$ cat src/rtl/spike_isi_buffer.sv
// Inter-spike interval capture for the LIF neuron's spike output.
// Measures cycles between spike onsets and queues them in a small FIFO drained via valid/ready.
module spike_isi_buffer #(
  parameter int ISI_W = 8,
  parameter int DEPTH = 4
) (
  input  logic                     clk,
  input  logic                     reset,
  input  logic                     spike_in,
  input  logic                     en,
  output logic [ISI_W-1:0]         isi_out,
  output logic                     isi_valid,
  input  logic                     isi_ready,
  output logic [$clog2(DEPTH):0]   count,
  output logic                     overflow,
  input  logic                     clr_ovf
);

  localparam int PTR_W = $clog2(DEPTH);
  localparam int CNT_W = PTR_W + 1;
  localparam logic [ISI_W-1:0] IVL_MAX  = '1;
  localparam logic [CNT_W-1:0] FULL_CNT = CNT_W'(DEPTH);

  typedef enum logic {
    IDLE,
    ARMED
  } state_t;

  state_t             state, state_nxt;
  logic               prev;
  logic [ISI_W-1:0]   ivl, ivl_nxt, ivl_inc;
  logic               onset;
  logic               push_try, push, pop, drop, full;
  logic [PTR_W-1:0]   wr_ptr, rd_ptr;
  logic [ISI_W-1:0]   mem [DEPTH];

  // prev tracks spike_in even while disabled, so enabling mid-pulse is not an onset.
  assign onset   = spike_in & ~prev & en;
  assign ivl_inc = (ivl == IVL_MAX) ? ivl : ivl + 1'b1;

  // NOTE: every output of this block gets a default first, so no latch is inferred.
  always_comb begin
    state_nxt = state;
    ivl_nxt   = ivl;
    push_try  = 1'b0;
    case (state)
      IDLE: begin
        if (onset) begin
          state_nxt = ARMED;
          ivl_nxt   = '0;
        end
      end
      ARMED: begin
        if (onset) begin
          push_try = 1'b1;
          ivl_nxt  = '0;
        end else if (en) begin
          ivl_nxt = ivl_inc;
        end
      end
      default: state_nxt = IDLE;
    endcase
  end

  assign full      = (count == FULL_CNT);
  assign isi_valid = (count != '0);
  assign pop       = isi_valid & isi_ready;
  // A same-cycle pop frees the slot, so a full FIFO can still accept.
  assign push      = push_try & (~full | pop);
  assign drop      = push_try & full & ~pop;
  assign isi_out   = isi_valid ? mem[rd_ptr] : '0;

  // NOTE: sequential state uses non-blocking assignments so all registers update together.
  always_ff @(posedge clk) begin
    if (reset) begin
      state    <= IDLE;
      ivl      <= '0;
      prev     <= 1'b0;
      wr_ptr   <= '0;
      rd_ptr   <= '0;
      count    <= '0;
      overflow <= 1'b0;
    end else begin
      state <= state_nxt;
      ivl   <= ivl_nxt;
      prev  <= spike_in;
      if (push) wr_ptr <= wr_ptr + 1'b1;
      if (pop)  rd_ptr <= rd_ptr + 1'b1;
      case ({push, pop})
        2'b10:   count <= count + CNT_W'(1);
        2'b01:   count <= count - CNT_W'(1);
        default: count <= count;
      endcase
      if (drop)         overflow <= 1'b1;
      else if (clr_ovf) overflow <= 1'b0;
    end
  end

  // NOTE: storage is deliberately not reset; count gates what is visible at isi_out.
  always_ff @(posedge clk) begin
    if (push) mem[wr_ptr] <= ivl_inc;
  end

endmodule

$ cat config.mk
export PLATFORM = sky130hd
export DESIGN_NAME = spike_isi_buffer
export DESIGN_NICKNAME = d
export VERILOG_FILES = /design/src/rtl/spike_isi_buffer.sv
export SDC_FILE = /design/constraint.sdc
export NUM_CORES = 1
export LEC_CHECK = 0
export ABC_CLOCK_PERIOD_IN_PS = 3200
export BUFFER_PORTS_ARGS = -buffer_cell sky130_fd_sc_hd__buf_2
export CAP_MARGIN = 20
export CORE_MARGIN = 4
export CORE_UTILIZATION = 59
export CTS_CLUSTER_DIAMETER = 30
export DETAILED_ROUTE_END_ITERATION = 7
export PLACE_DENSITY = 0.81
export REMOVE_ABC_BUFFERS = 1
export SKIP_CTS_REPAIR_TIMING = 1
export SLEW_MARGIN = 0
export SYNTH_ARGS = -nofsm -noshare
export SYNTH_HDL_FRONTEND = slang
export SYNTH_SLANG_ARGS = --single-unit
$ cat constraint.sdc
create_clock -name clk -period 3.2 [get_ports clk]
set_clock_uncertainty 0.05 [all_clocks]
set_input_delay 0.16 -clock clk [delete_from_list [all_inputs] [get_ports clk]]
set_output_delay 0.16 -clock clk [all_outputs]
set_load 0.02 [all_outputs]
# Yosys cells after proc, flatten, opt, wreduce, memory -nomap -nowiden
# Memories as Yosys holds them, arrays and structs flattened. A register that Yosys moved wholly into a read port is not among the register bits.
# Index checks and enable logic that the tools add are counted.
word_totals:
  ramBits: 32
  in_bits: 6
  mem_count: 1
  reg_bits: 18
  output_inout_bits: 13
memory_table:
  columns: ["memory", "words", "word_bits", "read_ports", "rd_ports_with_merged_regs", "write_ports", "line", "rtl"]
  rows:
  - ["mem", 4, 8, 1, 1, 1, "35", "logic [ISI_W-1:0] mem [DEPTH];"]
op_classes:
  muxes: 16
  n_reduce_logical: 4
  n_eq_ne: 6
  addsub: 5
  n_bitwise: 11
op_table:
  columns: ["op", "n"]
  rows:
  - ["$mux 8", 5]
  - ["$pmux 8 s2", 1]
  - ["$add 8x1->8 const B", 1]
  - ["$eq 8x8->1 const B", 1]
  - ["$mux 1", 7]
  - ["$and 1x1->1", 6]
  - ["$pmux 3 s2", 1]
  - ["$add 2x1->2 const B", 2]
  - ["$mux 2", 2]
  - ["$not 1->1", 4]
  - ["$reduce_bool 2->1", 2]
  - ["$add 3x1->3 const B", 1]
  - ["$eq 3x3->1 const B", 1]
  - ["$ne 3x2->1 const B", 1]
  - ["$reduce_bool 3->1", 1]
  - ["$sub 3x1->3 const B", 1]
  - ["$eq 2x1->1 const B", 1]
  - ["$eq 2x2->1 const B", 1]
  - ["$ne 2x2->1 const B", 1]
  - ["$reduce_and 2->1", 1]
  - ["$or 1x1->1", 1]

# Logic depth before layout (Yosys ltp)
logic_depth:
  depth_word: 8
  ltp_mapped: 8

# Worst setup path before layout
# No wires, ideal clock.
synth_path:
  kind: "flip-flop to flip-flop"
  startpoint: "register count[1]"
  endpoint: "register count[2]"
  path_stages_with_launch: 9
  setup_ns: 0.132
  t_arrival_ns: 2.388
  path_buffers: 2
  slack_ns: 0.630
  path_cell_list: "dfxtp_1 > clkbuf_1 > or3_1 > clkbuf_1 > nand3_1 > fa_1 > or3_1 > a31oi_1 > a21oi_1"
synth_between:
  elab_chain_cells: 6
  elab_cells_between_ends: 12
  cone_classes: "add/sub: 2; eq/ne: 3; mux: 1; bitwise: 4; reduce/logical: 2"
synth_rtl:
  columns: ["item", "line", "rtl"]
  rows:
  - ["start: declaration", "14", "output logic [$clog2(DEPTH):0] count,"]
  - ["start signal: assignment", "90", "2'b10: count <= count + CNT_W'(1);"]
  - ["start signal: assignment", "91", "2'b01: count <= count - CNT_W'(1);"]
  - ["start signal: assignment", "92", "default: count <= count;"]
  - ["$reduce_bool 3->1 *", "66", "assign isi_valid = (count != '0);"]
  - ["named net isi_valid", "12", "output logic isi_valid,"]
  - ["$and 1x1->1 *", "67", "assign pop = isi_valid & isi_ready;"]
  - ["$or 1x1->1", "69", "assign push = push_try & (~full | pop);"]
  - ["$and 1x1->1", "69", null]
  - ["$eq 2x1->1 / $eq 2x2->1 (equally long branches)", "89", "case ({push, pop})"]
  - ["$pmux 3 s2 / $reduce_bool 2->1 (equally long branches)", null, null]
# Mark *: on every way through the listed nets, which the timed path passes. The rest lies on a longest branch.
# A chain may end at the register's enable or synchronous reset.

# Worst setup path in the final report
layout_path:
  startpoint: "register count[1]"
  endpoint: "register count[2]"
layout_between:
  elab_chain_cells: 6
  elab_cells_between_ends: 12
  cone_classes: "add/sub: 2; eq/ne: 3; mux: 1; bitwise: 4; reduce/logical: 2"
layout_rtl:
  columns: ["item", "line"]
  rows:
  - ["$reduce_bool 3->1 / $eq 3x3->1 (equally long branches)", "66, 65"]
  - ["$and 1x1->1 / $not 1->1 (equally long branches)", "67, 69"]
  - ["$or 1x1->1", "69"]
  - ["$and 1x1->1", "69"]
  - ["$eq 2x1->1 / $eq 2x2->1 (equally long branches)", "89"]
  - ["$pmux 3 s2 / $reduce_bool 2->1 (equally long branches)", null]
# Parallel ways exist; a longest one is shown, timed or not.

==> results_tabular.tex <==
\begin{tabular}{lr}
\hline
Metric & Value \\
\hline
\multicolumn{2}{l}{\textbf{Floorplan}} \\
Area of the placeable core & 3800 µm² \\
Chip height & 71.9 µm \\
Starting Density & 0.635 \\
Count of standard-cell rows & 22 \\
Die span in x & 71.9 µm \\
Io pins & 19 \\
Area of the die & 5180 µm² \\
\multicolumn{2}{l}{\textbf{Yosys}} \\
Synthesized cell area & 2410 µm² \\
Top post-synthesis cells by area & edfxtp\_1 (40\%), dfxtp\_1 (17\%), mux4\_2 (7.5\%) \\
Ys flop type & edfxtp\_1 \\
Yosys warnings & 0 \\
Syn Inst Count & 195 \\
Share of Yosys cell area claimed by the top area cell type & 0.398 \\
Post-synthesis cell type with the largest combined area & edfxtp\_1 \\
Distinct cell type count of the synthesized netlist & 44 \\
Number of enable-type register cells in the synthesized netlist & 32 \\
Share of the yosys chip area belonging to registers & 0.564 \\
Share of flip-flops with an asynchronous set or reset after synthesis & 0 \\
Post-synthesis average cell area & 12.4 µm² \\
Synthesized flop and latch total & 52 \\
\multicolumn{2}{l}{\textbf{Pwr}} \\
Net switching power of the design & 230 µW \\
Pwr per Cell Area & 450 nW/µm² \\
Int Power & 953 µW \\
Static leakage & 0.000914 µW \\
Part of the power in the clock network & 0.367 \\
Total power & 1180 µW \\
Portion of total power attributed to sequential cells & 0.601 \\
Combinational power share & 0.032 \\
Switching fraction of total power & 0.194 \\
Maximum resistive drop on vdd & 0.294 mV \\
\multicolumn{2}{l}{\textbf{Drt}} \\
Number of violations reported at the end of detailed-routing iteration 0 & 146 \\
DRC violations left & 0 \\
Total wire length & 4560 µm \\
Via total after detailed routing & 1568 \\
Number of search-and-repair iterations in the first detailed-routing pass & 4 \\
DR vias/cell & 6.05 \\
Final antenna-violating net count & 0 \\
Routed wire length per instance & 17.6 µm \\
\multicolumn{2}{l}{\textbf{Timing}} \\
Final setup viols & 0 \\
Minimum period implied by the final worst setup slack & 2.36 ns \\
Setup repair after global routing missed its margin & false \\
Final worst setup slack & 0.840 ns \\
Worst hold margin & 0.113 ns \\
Final Hold Viols & 0 \\
Fin crit share & 0.738 \\
TNS Setup & 0 ns \\
Worst rel slew slack & 0.646 \\
Slew Limit Fails & 0 \\
Maximum clock rate & 424 MHz \\
Worst Tran Pin Value & 0.531 ns \\
\multicolumn{2}{l}{\textbf{Clock network}} \\
Clock tree from TritonCTS & done \\
\# clock sinks & 52 \\
Clk slew on worst S/H paths & 0.09 ns \\
Number of H-tree branching levels & 2 \\
Max clock buf depth & 2 \\
Master cell of the clock root buffer & clkbuf\_8 \\
Worst-Skew Late Latency & 0.30 ns \\
Number of CTS-inserted buffers & 5 \\
\multicolumn{2}{l}{\textbf{Global route}} \\
Vias in the first global route & 1575 \\
Largest net degree at the start of global routing & 21 \\
Residual overflow from global routing & 0 \\
Global-route wire length before repair & 7680 µm \\
Antenna violations before repair & 0 \\
Aggregate global-route resource usage & 0.195 \\
\multicolumn{2}{l}{\textbf{Placed design}} \\
Post-place setup slack & 0.896 ns \\
RD Place Congestion & 0.926 \\
Post-placement cell count & 251 \\
HPWL after detailed placement & 3300 µm \\
Number of buffers added on ports & 18 \\
\multicolumn{2}{l}{\textbf{Critical path}} \\
Register-to-Register Setup Slack & 0.84 ns \\
Crit-path slowest cell & dfxtp\_1 \\
Critical path required time & 3.33 ns \\
Crit start category & register \\
Worst path most repeated cell & or3\_1 \\
Type of the setup path with the least slack & reg -> reg \\
Cell depth of the worst flop-to-flop path & 6 \\
Category of the worst setup path capture point & register \\
Maximum net fanout on the critical path & 12 \\
Buffers and inverters on the worst path & 0 \\
R2r endpoint & count[2] \\
Arrival time of data at the critical path endpoint & 2.49 ns \\
Cell family with the largest share of critical-path delay & simple AND/OR/NAND/NOR gates \\
Critical path, cell by cell & or3\_1 -> nand3\_1 -> fa\_1 -> or3\_1 -> a31oi\_1 -> a21oi\_1 \\
FF-to-FF Start & count[1] \\
Crit path largest cell delay & 0.54 ns \\
\multicolumn{2}{l}{\textbf{Finish}} \\
Fraction of layout cells with a size suffix above 1 & 0.185 \\
Fin cells & 259 \\
Final net count & 222 \\
Area grow syn2layout & 9.02\% \\
Diodes inserted & 0 \\
\multicolumn{2}{l}{\textbf{Hold path}} \\
Start point of the worst min-delay path & spike\_in \\
Destination of the worst hold path & prev \\
Path type of the worst min-delay path & in -> reg \\
Hold Crit Depth & 2 \\
\multicolumn{2}{l}{\textbf{Status}} \\
Status & finished, final reports clean \\
\multicolumn{2}{l}{\textbf{Run}} \\
Max-cap viol count & 0 \\
\hline
\end{tabular}
## per-layer routing
layer | global-route usage | wire, µm | part of all wire
met5 | 0 | 0 | 0
met4 | 0.0752 | 94 | 0.021
met3 | 0.0388 | 219 | 0.048
met2 | 0.331 | 2300 | 0.50
met1 | 0.248 | 1950 | 0.43
## through the flow
stage / area (µm²) / util
2_1_floorplan: 2370 / -
3_3_place_gp: 2520 / 0.664
3_5_place_dp: 2520 / 0.664
4_1_cts: 2630 / 0.692
5_1_grt: 2630 / 0.692
6_report: 2630 / 0.692
## synth_stat cells, drive strengths merged (3+ instances only)
| cell | count |
|---|---|
| inv | 6 |
| a31oi | 3 |
| nand2b | 4 |
| nand3 | 10 |
| a21oi | 13 |
| and2 | 12 |
| mux4 | 8 |
| clkbuf | 8 |
| nand2 | 9 |
| o2111ai | 3 |
| o21ai | 7 |
| xnor2 | 5 |
| ha | 5 |
| and3 | 3 |
| dfxtp | 20 |
| nor2b | 3 |
| nor3 | 3 |
| edfxtp | 32 |
| nor2 | 13 |
## worst register-to-register path, stage by stage, from the launching register on
cell and delay, ns:
dfxtp_1 0.54, or3_1 0.40, nand3_1 0.15, fa_1 0.45
or3_1 0.39, a31oi_1 0.18, a21oi_1 0.08
## how the worst max path moves through the flow
| stage | slack, ns | startpoint | end | cells past startpoint |
|---|---|---|---|---|
| after detailed placement | 0.90 | count[1] | count[2] | 6 |
| final | 0.84 | count[1] | count[2] | 6 |
| after CTS | 0.86 | count[1] | count[2] | 6 |
| after global placement | 1.03 | count[1] | count[2] | 6 |
| after global routing | 0.72 | count[1] | count[2] | 6 |
| after floorplan | 0.92 | count[1] | count[2] | 6 |
## layout by cell type, fill, tap and decap left out, types with 3 or more instances in the layout
master / Yosys / final
edfxtp_1: 32 / 32
dfxtp_1: 20 / 20
buf_2: 2 / 18
nor2_1: 13 / 13
a21oi_1: 13 / 13
and2_1: 12 / 12
nand3_1: 10 / 10
nand2_1: 9 / 9
mux4_2: 8 / 8
inv_1: 6 / 6
o21ai_1: 6 / 6
xnor2_1: 5 / 5
ha_1: 5 / 5
clkbuf_8: 0 / 5
nand2b_1: 4 / 4
o2111ai_1: 3 / 3
nor2b_1: 3 / 3
a31oi_1: 3 / 3
## cell families after synthesis
kind of cell             after synthesis  synth area share
AND/OR/NAND/NOR                       69             0.175
flip-flops                            52             0.564
AO/OA/AOI/OAI                         35            0.0913
buffers and inverters                 16            0.0259
multiplexers                          10            0.0840
XOR/XNOR                               7            0.0254
adder cells (fa/ha/maj)                6            0.0342
## state kept, by name, indices dropped and copies added (netlist names), named ones only
name	count
ivl	8
mem	32
state	1
overflow	1
prev	1
rd_ptr	2
count	3
wr_ptr	2
## power by group through the flow
stage / Combinational [µW] / Clock, µW / Sequential [µW]
after floorplan: 21.5 / 0 / 726
after global placement: 34.4 / 0 / 726
after detailed placement: 37.2 / 0 / 727
after CTS: 37.5 / 441 / 711
after global routing: 41.9 / 477 / 712
final: 37.7 / 434 / 711
## area by class of cell
cell class | instances | area, µm²
clock buffers | 6 | 72.6
clock inverters | 2 | 35.0
fillers | 263 | 1170
inverters | 6 | 22.5
multi-input cells | 127 | 988
flip-flops and latches | 52 | 1360
well taps | 48 | 60.1
repair buffers | 18 | 90.1
Power figures use the tool's default switching activity.
